==> src/rtl/mem_access_stage_pkg.sv <==
// rtl/mem_access_stage_pkg.sv - shared widths, write-back source codes and MEM FSM states
package mem_access_stage_pkg;

  localparam int WORD_WIDTH = 32;
  localparam int REG_SIZE   = 5;

  localparam logic [WORD_WIDTH-1:0] ZERO_WORD = '0;

  // Write-back source select codes; REG_SRC_MEM marks a load.
  localparam logic [1:0] REG_SRC_ALU = 2'd0;
  localparam logic [1:0] REG_SRC_MEM = 2'd1;
  localparam logic [1:0] REG_SRC_PC  = 2'd2;
  localparam logic [1:0] REG_SRC_IMM = 2'd3;

  typedef enum logic {
    MEM_IDLE   = 1'b0,
    MEM_ACCESS = 1'b1
  } mem_state_e;

  // Word address of a byte address (low two bits cleared).
  function automatic logic [WORD_WIDTH-1:0] word_align(input logic [WORD_WIDTH-1:0] a);
    return a & ~WORD_WIDTH'(3);
  endfunction

endpackage

==> src/rtl/mem_access_stage_if.sv <==
// rtl/mem_access_stage_if.sv - data-memory req/ack bus
// master: pipeline MEM stage (drives dmem_req/we/addr/wdata, receives dmem_ack/rdata)
// slave : data memory
interface mem_access_stage_if;
  import mem_access_stage_pkg::*;

  logic                  dmem_req;
  logic                  dmem_we;
  logic [WORD_WIDTH-1:0] dmem_addr;
  logic [WORD_WIDTH-1:0] dmem_wdata;
  logic                  dmem_ack;
  logic [WORD_WIDTH-1:0] dmem_rdata;

  modport master (
    output dmem_req, dmem_we, dmem_addr, dmem_wdata,
    input  dmem_ack, dmem_rdata
  );

  modport slave (
    input  dmem_req, dmem_we, dmem_addr, dmem_wdata,
    output dmem_ack, dmem_rdata
  );

endinterface

==> src/rtl/mem_access_stage_mem_wb.sv <==
// rtl/mem_access_stage_mem_wb.sv - MEM/WB pipeline register with load/bubble control
// load_i=1 captures the instruction fields (write enable masked by kill_we_i),
// load_i=0 inserts a bubble. Outputs are the registered *_o fields.
module mem_wb_reg
  import mem_access_stage_pkg::*;
(
  input  logic                  clk,
  input  logic                  rst,
  input  logic                  load_i,
  input  logic                  kill_we_i,
  input  logic                  Regfile_we_i,
  input  logic [REG_SIZE-1:0]   writeRegAddr_i,
  input  logic [1:0]            regSrc_mux_i,
  input  logic [WORD_WIDTH-1:0] aluOut_i,
  input  logic [WORD_WIDTH-1:0] readData_i,
  output logic                  Regfile_we_o,
  output logic [REG_SIZE-1:0]   writeRegAddr_o,
  output logic [1:0]            regSrc_mux_o,
  output logic [WORD_WIDTH-1:0] aluOut_o,
  output logic [WORD_WIDTH-1:0] readData_o
);

  logic                  we_q;
  logic [REG_SIZE-1:0]   rd_q;
  logic [1:0]            src_q;
  logic [WORD_WIDTH-1:0] alu_q;
  logic [WORD_WIDTH-1:0] rdata_q;

  always_ff @(posedge clk) begin
    if (rst || !load_i) begin
      we_q    <= 1'b0;
      rd_q    <= '0;
      src_q   <= '0;
      alu_q   <= ZERO_WORD;
      rdata_q <= ZERO_WORD;
    end else begin
      we_q    <= Regfile_we_i & ~kill_we_i;
      rd_q    <= writeRegAddr_i;
      src_q   <= regSrc_mux_i;
      alu_q   <= aluOut_i;
      rdata_q <= readData_i;
    end
  end

  assign Regfile_we_o   = we_q;
  assign writeRegAddr_o = rd_q;
  assign regSrc_mux_o   = src_q;
  assign aluOut_o       = alu_q;
  assign readData_o     = rdata_q;

endmodule

==> src/rtl/mem_access_stage.sv <==
// rtl/mem_access_stage.sv - pipeline MEM stage: data-memory req/ack handshake, stall, MEM/WB register
// Optional feature macro: MEM_MISALIGN_CHECK_EN (reject mem ops with aluOutM_i[1:0]!=0).
// Ports: clk/rst (sync, active-high); EX/MEM inputs *M_i; dmem bus (master modport);
//        stallM_o (combinational); MEM/WB outputs *W_o; bus_errW_o/misalign_errW_o one-cycle pulses.
module mem_access_stage
  import mem_access_stage_pkg::*;
#(
  parameter int TIMEOUT = 16,
  parameter int CNT_W   = 5
)(
  input  logic                  clk,
  input  logic                  rst,
  input  logic                  Regfile_weM_i,
  input  logic                  DataMem_weM_i,
  input  logic [REG_SIZE-1:0]   writeRegAddrM_i,
  input  logic [1:0]            regSrc_muxM_i,
  input  logic [WORD_WIDTH-1:0] aluOutM_i,
  input  logic [WORD_WIDTH-1:0] writeDataM_i,
  mem_access_stage_if.master    dmem,
  output logic                  stallM_o,
  output logic                  Regfile_weW_o,
  output logic [REG_SIZE-1:0]   writeRegAddrW_o,
  output logic [1:0]            regSrc_muxW_o,
  output logic [WORD_WIDTH-1:0] aluOutW_o,
  output logic [WORD_WIDTH-1:0] readDataW_o,
  output logic                  bus_errW_o,
  output logic                  misalign_errW_o
);

  mem_state_e            state_q, state_d;
  logic [CNT_W-1:0]      cnt_q, cnt_d;
  logic                  req_q, we_q;
  logic [WORD_WIDTH-1:0] addr_q, wdata_q;
  logic                  bus_err_q, bus_err_d;
  logic                  misalign_q, misalign_d;

  logic                  mem_op, misaligned, timeout_hit;
  logic                  start_access, end_access;
  logic                  wb_load, wb_kill;
  logic [WORD_WIDTH-1:0] wb_rdata;

  assign mem_op = DataMem_weM_i | (regSrc_muxM_i == REG_SRC_MEM);

`ifdef MEM_MISALIGN_CHECK_EN
  assign misaligned = |aluOutM_i[1:0];
`else
  assign misaligned = 1'b0;
`endif

  // Last allowed wait cycle; an ack in this same cycle still wins.
  assign timeout_hit = (cnt_q == CNT_W'(TIMEOUT - 1));

  always_ff @(posedge clk) begin
    if (rst) state_q <= MEM_IDLE;
    else     state_q <= state_d;
  end

  always_comb begin
    state_d = state_q;
    case (state_q)
      MEM_IDLE:   if (mem_op && !misaligned)          state_d = MEM_ACCESS;
      MEM_ACCESS: if (dmem.dmem_ack || timeout_hit)   state_d = MEM_IDLE;
      default:                                        state_d = MEM_IDLE;
    endcase
  end

  always_comb begin
    stallM_o     = 1'b0;
    wb_load      = 1'b0;
    wb_kill      = 1'b0;
    wb_rdata     = ZERO_WORD;
    start_access = 1'b0;
    end_access   = 1'b0;
    bus_err_d    = 1'b0;
    misalign_d   = 1'b0;
    cnt_d        = '0;
    case (state_q)
      MEM_IDLE: begin
        if (!mem_op) begin
          wb_load = 1'b1;
        end else if (misaligned) begin
          misalign_d = 1'b1;
        end else begin
          stallM_o     = 1'b1;
          start_access = 1'b1;
        end
      end
      MEM_ACCESS: begin
        if (dmem.dmem_ack) begin
          wb_load    = 1'b1;
          wb_kill    = we_q;
          wb_rdata   = we_q ? ZERO_WORD : dmem.dmem_rdata;
          end_access = 1'b1;
        end else if (timeout_hit) begin
          wb_load    = 1'b1;
          wb_kill    = 1'b1;
          bus_err_d  = 1'b1;
          end_access = 1'b1;
        end else begin
          stallM_o = 1'b1;
          cnt_d    = cnt_q + CNT_W'(1);
        end
      end
      default: ;
    endcase
  end

  // Request side: latched once on entry to ACCESS, held until retire.
  always_ff @(posedge clk) begin
    if (rst) begin
      cnt_q      <= '0;
      req_q      <= 1'b0;
      we_q       <= 1'b0;
      addr_q     <= ZERO_WORD;
      wdata_q    <= ZERO_WORD;
      bus_err_q  <= 1'b0;
      misalign_q <= 1'b0;
    end else begin
      cnt_q      <= cnt_d;
      bus_err_q  <= bus_err_d;
      misalign_q <= misalign_d;
      if (start_access) begin
        req_q   <= 1'b1;
        we_q    <= DataMem_weM_i;
        addr_q  <= word_align(aluOutM_i);
        wdata_q <= writeDataM_i;
      end else if (end_access) begin
        req_q <= 1'b0;
      end
    end
  end

  assign dmem.dmem_req   = req_q;
  assign dmem.dmem_we    = we_q;
  assign dmem.dmem_addr  = addr_q;
  assign dmem.dmem_wdata = wdata_q;

  assign bus_errW_o      = bus_err_q;
  assign misalign_errW_o = misalign_q;

  mem_wb_reg u_mem_wb (
    .clk            (clk),
    .rst            (rst),
    .load_i         (wb_load),
    .kill_we_i      (wb_kill),
    .Regfile_we_i   (Regfile_weM_i),
    .writeRegAddr_i (writeRegAddrM_i),
    .regSrc_mux_i   (regSrc_muxM_i),
    .aluOut_i       (aluOutM_i),
    .readData_i     (wb_rdata),
    .Regfile_we_o   (Regfile_weW_o),
    .writeRegAddr_o (writeRegAddrW_o),
    .regSrc_mux_o   (regSrc_muxW_o),
    .aluOut_o       (aluOutW_o),
    .readData_o     (readDataW_o)
  );

endmodule
==> src/flat_wrapper.sv <==
// flat-port wrapper written by rule: the top's interface ports become plain ports
module mem_access_stage_flat import mem_access_stage_pkg::*;
#(
  parameter int TIMEOUT = 16,
  parameter int CNT_W   = 5
)
  (clk, rst, Regfile_weM_i, DataMem_weM_i, writeRegAddrM_i, regSrc_muxM_i, aluOutM_i, writeDataM_i, stallM_o, Regfile_weW_o, writeRegAddrW_o, regSrc_muxW_o, aluOutW_o, readDataW_o, bus_errW_o, misalign_errW_o, dmem_dmem_req, dmem_dmem_we, dmem_dmem_addr, dmem_dmem_wdata, dmem_dmem_ack, dmem_dmem_rdata);
  mem_access_stage_if dmem_i ();
  input  logic clk;
  input  logic rst;
  input  logic Regfile_weM_i;
  input  logic DataMem_weM_i;
  input  logic [REG_SIZE-1:0] writeRegAddrM_i;
  input  logic [1:0] regSrc_muxM_i;
  input  logic [WORD_WIDTH-1:0] aluOutM_i;
  input  logic [WORD_WIDTH-1:0] writeDataM_i;
  output logic stallM_o;
  output logic Regfile_weW_o;
  output logic [REG_SIZE-1:0] writeRegAddrW_o;
  output logic [1:0] regSrc_muxW_o;
  output logic [WORD_WIDTH-1:0] aluOutW_o;
  output logic [WORD_WIDTH-1:0] readDataW_o;
  output logic bus_errW_o;
  output logic misalign_errW_o;
  output wire logic [$bits(dmem_i.dmem_req)-1:0] dmem_dmem_req;
  output wire logic [$bits(dmem_i.dmem_we)-1:0] dmem_dmem_we;
  output wire logic [$bits(dmem_i.dmem_addr)-1:0] dmem_dmem_addr;
  output wire logic [$bits(dmem_i.dmem_wdata)-1:0] dmem_dmem_wdata;
  input wire logic [$bits(dmem_i.dmem_ack)-1:0] dmem_dmem_ack;
  input wire logic [$bits(dmem_i.dmem_rdata)-1:0] dmem_dmem_rdata;
  assign dmem_dmem_req = dmem_i.dmem_req;
  assign dmem_dmem_we = dmem_i.dmem_we;
  assign dmem_dmem_addr = dmem_i.dmem_addr;
  assign dmem_dmem_wdata = dmem_i.dmem_wdata;
  assign dmem_i.dmem_ack = dmem_dmem_ack;
  assign dmem_i.dmem_rdata = dmem_dmem_rdata;
  mem_access_stage #(.TIMEOUT(TIMEOUT), .CNT_W(CNT_W)) u_core (.clk(clk), .rst(rst), .Regfile_weM_i(Regfile_weM_i), .DataMem_weM_i(DataMem_weM_i), .writeRegAddrM_i(writeRegAddrM_i), .regSrc_muxM_i(regSrc_muxM_i), .aluOutM_i(aluOutM_i), .writeDataM_i(writeDataM_i), .dmem(dmem_i), .stallM_o(stallM_o), .Regfile_weW_o(Regfile_weW_o), .writeRegAddrW_o(writeRegAddrW_o), .regSrc_muxW_o(regSrc_muxW_o), .aluOutW_o(aluOutW_o), .readDataW_o(readDataW_o), .bus_errW_o(bus_errW_o), .misalign_errW_o(misalign_errW_o));
endmodule
==> config.mk <==
export PLATFORM = sky130hd
export DESIGN_NAME = mem_access_stage_flat
export DESIGN_NICKNAME = d
export VERILOG_FILES = /design/src/rtl/mem_access_stage_pkg.sv /design/src/rtl/mem_access_stage_if.sv /design/src/rtl/mem_access_stage_mem_wb.sv /design/src/rtl/mem_access_stage.sv /design/src/flat_wrapper.sv
export SDC_FILE = /design/constraint.sdc
export NUM_CORES = 1
export LEC_CHECK = 0
export BUFFER_PORTS_ARGS = -buffer_cell sky130_fd_sc_hd__buf_2
export CELL_PAD_IN_SITES_DETAIL_PLACEMENT = 1
export CELL_PAD_IN_SITES_GLOBAL_PLACEMENT = 1
export CORE_ASPECT_RATIO = 1.5
export CORE_MARGIN = 1
export CORE_UTILIZATION = 35
export DETAILED_ROUTE_END_ITERATION = 7
export PLACE_DENSITY = 0.83
export SLEW_MARGIN = 20
export SYNTH_ARGS = -nofsm -noshare
export SYNTH_HDL_FRONTEND = slang
export SYNTH_SLANG_ARGS = --single-unit
==> constraint.sdc <==
create_clock -name clk -period 2.1 [get_ports clk]
set_input_delay 0.42 -clock clk [delete_from_list [all_inputs] [get_ports clk]]
set_output_delay 0.42 -clock clk [all_outputs]
set_load 0.01 [all_outputs]
# Word-level counts from Yosys, hierarchy flattened
# Cells that the tools add are included.
# totals
output_inout_bits	141
n_memories	0
mem_bits_ro	0
latch_bits	0
input_bits	108
ff_bits	143
word_cells	43
ram_bits	0
# op_classes
mux	16
bitwise	5
reduce_logical	7
n_eq_ne	2
n_shift	0
add_sub_neg	1
n_lt_le_gt_ge	0
n_mul	0
n_div	0
# ops
operator	count
two-way mux 1 bit	13
OR reduction 4 bit	2
one-hot mux 1 bit (2 select lines)	3
adder 5 x 1 -> 5 bit (second input constant)	1
equality test 5 x 4 -> 1 bit (second input constant)	1
inverter 1 bit	3
OR reduction 3 bit	1
equality test 2 x 1 -> 1 bit (second input constant)	1
logical OR 1 bit	2
nonzero test 2 bit	1
bitwise AND 1 bit	1
zero test 1 bit	1
bitwise OR 1 bit	1

# Logic depth before layout (Yosys ltp)
# Gate-level depths: netlist of the first run.
# logic_depth
word_depth	7
ltp_mapped	7
ltp_nobuf	6

# Modules after synthesis
# Synthesis of the first run repeated with hierarchy kept, for this count alone.
# unflattened
cells_unflattened	509
hier_area_um2	5607.9
# by_module_without_submodules
mod	area_each_um2	n_inst	cells_per_inst	seq_area_each_um2
mem_access_stage	3464.6	1	351	1421.4
mem_wb_reg	2143.3	1	158	1441.4

# Worst setup path before layout of the first run
# Ideal clock, no wire load.
# synth_path
kind	flip-flop to output port
from	reg u_core.cnt_q[0]
to	out stallM_o
t_arrival_ns	1.495
slack_ns	0.185
t_required_ns	1.680
path_buffers	1
path_stages_with_launch	7
cell_sequence	dfxtp_1 > ha_1 > and3_1 > ha_1 > o21ai_0 > o31a_2 > buf_6
# synth_via
elab_chain_cells	4
# synth_rtl
element	line	rtl
start: declaration	mem_access_stage.sv:31	logic [CNT_W-1:0] cnt_q, cnt_d;
start signal: assignment	mem_access_stage.sv:119	cnt_q <= cnt_d;
equality test 5 x 4 -> 1 bit	mem_access_stage.sv:51	assign timeout_hit = (cnt_q == CNT_W'(TIMEOUT - 1));
named net u_core.timeout_hit	mem_access_stage.sv:37	logic mem_op, misaligned, timeout_hit;
two-way mux 1 bit	mem_access_stage.sv:94	end else if (timeout_hit) begin
two-way mux 1 bit	mem_access_stage.sv:89	if (dmem.dmem_ack) begin
one-hot mux 1 bit (2 select lines)	mem_access_stage.sv:77	case (state_q)
end: declaration	flat_wrapper.sv:17	output logic stallM_o;
# The timed path passes the listed nets, and every way through them passes these cells.

# Final worst setup path of the first run
# layout_path
from	reg u_core.cnt_q[1]
to	out stallM_o
# Same word-level chain as after synthesis.

==> results of run 1 <==
==> repair_timing <==
action / CTS / global route
hold buffers: 0 / 0
pin swaps: 3 / 1
setup endpoints to repair: 1 / 1
resized for setup: 11 / 0
setup buffers: 5 / 0
==> layout make-up <==
type / instances / area [sq um]
fillers: 1724 / 7540
flip-flops and latches: 143 / 2870
multi-input cells: 289 / 2340
repair buffers: 258 / 1380
clock buffers: 20 / 447
well taps: 199 / 249
clock inverters: 12 / 230
inverters: 3 / 11.3
diodes: 2 / 5.00
==> registers in the layout, indices dropped and copies added (netlist names) <==
register                        count
u_core.u_mem_wb.regSrc_mux_o        2
u_core.dmem.dmem_req                1
u_core.cnt_q                        5
u_core.dmem.dmem_wdata             32
u_core.u_mem_wb.readData_o         32
u_core.bus_errW_o                   1
u_core.u_mem_wb.writeRegAddr_o      5
u_core.dmem.dmem_addr              30
u_core.state_q                      1
u_core.u_mem_wb.Regfile_we_o        1
u_core.dmem.dmem_we                 1
u_core.u_mem_wb.aluOut_o           32
==> cell usage after synthesis, types with 2 or more instances <==
cell,instances
nand2_1,2
nor2_1,5
inv_1,2
nor3b_1,5
dfxtp_1,143
clkbuf_1,12
ha_1,2
buf_4,4
clkbuf_2,3
buf_6,11
a21oi_1,2
nand2b_1,124
o21ai_0,3
buf_2,5
nor3b_2,36
mux2i_1,63
and2_1,32
==> routing by layer <==
layer  routed length, um  global-route usage, %
met3                1170                   7.18
met1                4830                   16.6
met2                7560                   33.3
met4                 325                   7.65
met5                   8                      0
==> per-stage QoR <==
step	power (uW)	hold WS, ns	area, sq um
global placement	3760	0.433	6760
detailed placement	3800	0.443	6760
finish	7210	0.206	7530
global route	7500	0.188	7520
CTS	7300	0.185	7520
floorplan	3460	0.418	5400
==> how the worst max path moves through the flow <==
stage,start,to,depth (start not counted)
after floorplan,u_core.cnt_q[0],stallM_o,6
after CTS,u_core.cnt_q[1],stallM_o,6
final,u_core.cnt_q[1],stallM_o,6
after global routing,u_core.cnt_q[1],stallM_o,6
after global placement,u_core.cnt_q[0],stallM_o,6
after detailed placement,u_core.cnt_q[0],stallM_o,6
==> logic make-up after synthesis <==
kind of cell	after synthesis	share of synthesized area, %
flip-flops	143	53.1
multiplexers	63	11.7
other	1	0.0695
buffers and inverters	38	4.64
AO/OA/AOI/OAI	8	0.974
AND/OR/NAND/NOR	211	28.8
adder cells (fa/ha/maj)	2	0.464
XOR/XNOR	2	0.325
==> worst max-delay path, cell delays in order, from the launching register on <==
cell and delay, ns:
dfxtp_2 0.34, ha_4 0.16, and3_4 0.18, ha_4 0.18, o21ai_4 0.13, o31a_2 0.20, buf_6 0.11
==> report_power, final <==
part	internal, uW	leakage [uW]	switching (uW)
Clock	2280	0.000322	1190
Combinational	394	0.00209	410
Sequential	2860	0.00117	68.1
Total	5540	0.00359	1670
==> impl_results.md, run 1 <==
- Status: finished, violations left
- Failing checks: setup timing
- Final setup margin: -0.0340 ns
- CORE AREA: around 15000 sq um
- Final nets: 822
- Port buffer count: 245
- Crit share post-route: 102%
- Avg Vias per Cell: 4.46
- Worst Max-Slew Pin Slew: 0.600 ns
- # rows: 55
- Ratio of cells with drive above 1 in the final layout: 46.5%
- Yosys warns: 0
- Slew HR: about three fifths
- Clock slew at reported path FFs: 0.06 ns
- GRT Total Usage: 17.9%
- # DRC: 0
- Post-synth ARST share: 0%
- Die Span Y: 154 um
- # setup viols final: 1
- CTS tree: done
- Hpwl dp: 10.2 mm
- Fin Clk Skew: 0.00872 ns
- Max clock buf depth: 2
- Largest net degree at the start of global routing: 104
- Post-synth EDFFs: 0
- Initial antenna violation count: 3
- Top FF cell, synth: dfxtp_1
- Routed wire length: 13.9 mm
- Die area: 15900 sq um
- CP Max Fanout: 2
- Clock Sinks: 143
- First-pass GRT wire length: 21.7 mm
- Most common cell after layout, fill and taps aside: buf_2
- Clock root cell: clkbuf_16
- R2R cell count: 8
- Synthesis-to-layout area growth: 39.6%
- H-tree depth: 4
- Min cycle time layout: 2.13 ns
- Number of cells in the finished layout apart from fillers: about 900
- RSZ-0062 raised after global routing: true
- Remaining global-route overflow: 0
- Final Hold Viols: 0
- WP data required: between 1.5 and 2 ns
- Synth Register Bits: approximately 140
- Post-layout utilization of the core: 49.9%
- Drt pass-1 iters: 4
- Io pins: roughly 250
- Worst r2r dst: u_core.u_mem_wb.aluOut_o[0]
- DRT iter0 DRCs: 118
- Drt wl/cell: between 10 and 15 um
- Crit path kind: flop to output pin
- Leak: 0.00359 uW
- Commonest non-fill, non-tap cells in the layout: buf_2, dfxtp_1, nand2b_1
- CP Data Arrival Time: 1.71 ns
- Initial Util: 35.8%
- Clock Latency Late Sink: 0.41 ns
- Worst hold start: dmem_dmem_rdata[8]
- Worst setup SP type: flop
- Place WS: about 0.072 ns
- Worst hold path depth: 2
- Placed Instances: 887
- Synth cell types: 31
- Top post-synthesis cells by area: dfxtp_1, nand2b_1, mux2i_1, nor3b_2, and2_1
- Max Transition Viols Final: 0
- Vias: 4132
- Die Width: 103 um
- GPL Wtd Cong: 0.726
- Avg Cell Area, Syn: around 12 sq um
- Worst Setup End Kind: output pin
- PwrDens: between 900 and 1000 nW/um^2
- Leading area contributor after synthesis: dfxtp_1
- R2r startpoint: u_core.cnt_q[1]
- R2R Setup Slk: 0.29 ns
- Max VDD drop: 0.000490 V
- Max-Cap Viols: 0
- Synth top area share: between 50 and 60%
- Antenna viol nets, final: 0
- Number of global-route vias before repair: 4525
- Cell Area, Synth: 5390 sq um
- Synth Instances: approximately 470
- Setup TNS: -0.0340 ns
- Worst min path class: input pin to flop
- Number of CTS-inserted buffers: 17
- Post-synthesis sequential area ratio: 53.1%
- Highest clock rate: 469 MHz
- Hold path endpoint: u_core.u_mem_wb.readData_o[8]
Note: power is estimated with default switching activity, not from simulation.
==> run 2: changes to the inputs <==
Settings changed: CTS_BUF_LIST set to sky130_fd_sc_hd__clkbuf_16, PLACE_DENSITY 0.83 to 0.82, SYNTH_HIERARCHICAL set to 1.
==> run 2 against run 1 <==
Compared with the run above:
- the flow now finishes without violations
- final cell count up 3.8%
- global-route usage up 0.30 points
- register-to-register slack worse by 0.16 ns
- count of clock-buffer cells in the layout down 3
- synthesized cell count up 8.8%
- critical path type unchanged
- highest routed layer is now met4
==> impl_results.md, run 2 <==
- Die Span Y: 157 um
- Crit path kind: flop to output pin
- Die area: 16500 sq um
- DRT iter0 DRCs: 79
- # setup viols final: 0
- CTS tree: done
- Hpwl dp: 10.9 mm
- Multi-input logic area: between 2000 and 2500 sq um
- Max Transition Viols Final: 0
- Synthesis-to-layout area growth: 34.6%
- Post-synth top cells: dfxtp_1, nand2b_1, and3b_1
- Storage cell area: 2870 sq um
- CP Max Fanout: 6
- Max clock buf depth: 2
- Final Hold Viols: 0
- Drt pass-1 iters: 4
- H-tree depth: 4
- Clock root cell: clkbuf_16
- Avg Cell Area, Syn: about 11 sq um
- Initial antenna violation count: 0
- PwrDens: 893 nW/um^2
- Number of CTS-inserted buffers: 17
- Largest net degree at the start of global routing: between 90 and 100
- Crit share post-route: a little over nine tenths
- Setup TNS: 0 ns
- # DRC: 0
- Routed wire length: 15.1 mm
- Worst Setup End Kind: output pin
- Synth top area share: 51.0%
- RSZ-0062 raised after global routing: false
- Fin Clk Skew: 0.00890 ns
- # diodes: 0
- Final nets: 856
- Worst Max-Slew Pin Slew: roughly 0.75 ns
- Io pins: between 200 and 250
- GPL Wtd Cong: 0.739
- Max VDD drop: 0.000531 V
- GRT Total Usage: 18.2%
- WP data required: 1.68 ns
- Vias: between 4000 and 5000
- Worst setup SP type: flop
- Die Width: approximately 110 um
- # rows: 56
- Max-Cap Viols: 0
- Synth Instances: 509
- Initial Util: 35.9%
- Place WS: approximately 0.14 ns
- Leading area contributor after synthesis: dfxtp_1
- Slew HR: 50.0%
- CP Data Arrival Time: 1.56 ns
- Post-synthesis sequential area ratio: 51.0%
- Clock slew at reported path FFs: 0.07 ns
- Final setup margin: between 0.1 and 0.15 ns
- Cell Area, Synth: 5610 sq um
- Yosys warns: 6
- Avg Vias per Cell: 4.56
- First-pass GRT wire length: around 24 mm
- Post-synth ARST share: 0%
- Commonest non-fill, non-tap cells in the layout: buf_2, dfxtp_1, nand2b_1
- Highest clock rate: 504 MHz
- Number of global-route vias before repair: 4907
- Drt wl/cell: 15.7 um
- Antenna viol nets, final: 0
- Synth Register Bits: 143
- Min cycle time layout: 1.98 ns
- Top FF cell, synth: dfxtp_1
- Remaining global-route overflow: 0
- Leak: between 0.003 and 0.004 uW
- Port buffer count: 245
- Ratio of cells with drive above 1 in the final layout: between 30% and 40%
- Clock Latency Late Sink: ~0.40 ns
- Number of cells in the finished layout apart from fillers: between 900 and 1000
- Most common cell after layout, fill and taps aside: buf_2
- Clock Sinks: between 100 and 150
- Top post-synthesis cells by area: dfxtp_1, nand2b_1, mux2i_1, and3b_1, and2_1
- Post-synth EDFFs: 0
- Post-layout utilization of the core: 48.3%
- Top-count cell post-synth: dfxtp_1
- Fillers: around 1800
- Pwr Total: ~6700 uW
- Placed Instances: 927
- Status: completed
- Worst min path class: input pin to flop
- Synth cell types: 32
- CORE AREA: 15600 sq um
run 2: logic make-up (layout without fill, tap and decap cells):
logic type,count (synthesis),count (layout),synth area share [%]
adder cells (fa/ha/maj),2,2,0.446
XOR/XNOR,2,2,0.312
buffers and inverters,44,290,5.42
AND/OR/NAND/NOR,246,247,30.5
AO/OA/AOI/OAI,8,8,0.915
multiplexers,63,63,11.2
flip-flops,143,143,51.0
other,1,3,0.0669
run 2: worst paths after layout:
check	start	endpoint	slack, ns	cells after the start
max	u_core/cnt_q[1]	stallM_o	0.12	5
min	writeRegAddrM_i[0]	u_core/u_mem_wb/writeRegAddr_o[0]	0.25	2
max reg2reg	u_core/cnt_q[1]	u_core/u_mem_wb/Regfile_we_o	0.13	7
min reg2reg	u_core/dmem.dmem_wdata[7]	u_core/dmem.dmem_wdata[7]	0.47	2
run 2: power breakdown:
part	total, uW	switching, uW	internal [uW]
sequential	2940	69.1	2870
clock	2980	1220	1760
combinational	824	430	394
run 2: repair_timing:
item                                    in CTS  in global routing
gates cloned                                 0                  1
hold buffers                                 0                  0
setup buffers                                3                  0
endpoints found under the setup margin       1                 19
resized for setup                            7                  0
pin swaps                                    2                  1
hold endpoints to repair                     0                  0
run 2: final cells by class:
class,instances,share of cell area [%]
timing repair buffer,256,17.9
multi-input combinational,325,33.0
sequential,143,38.0
clock inverter,14,2.06
inverter,3,0.149
clock buffer,17,5.64
tap,203,3.36
run 2: stage by stage:
| stage | area, sq um | hold WS, ns |
|---|---|---|
| 4_1_cts | 7540 | 0.230 |
| 3_3_place_gp | 6910 | 0.444 |
| 5_1_grt | 7550 | 0.241 |
| 2_1_floorplan | 5620 | 0.417 |
| 3_5_place_dp | 6930 | 0.455 |
| 6_report | 7550 | 0.251 |
run 2: routing by layer:
| metal | up-vias | track usage, % | routed length [um] |
|---|---|---|---|
| met5 | - | 0 | 0 |
| met4 | 0 | 6.98 | 267 |
| met3 | 16 | 6.42 | 1140 |
| met2 | 171 | 35.5 | 8160 |
| met1 | 2062 | 17.1 | 5520 |
| li1 | 2129 | - | - |
run 2: critical path: stages (launching register included):
cell     delay [ns]
dfxtp_2        0.34
ha_4           0.16
and3_1         0.18
ha_2           0.21
o21ai_2        0.12
buf_2          0.15
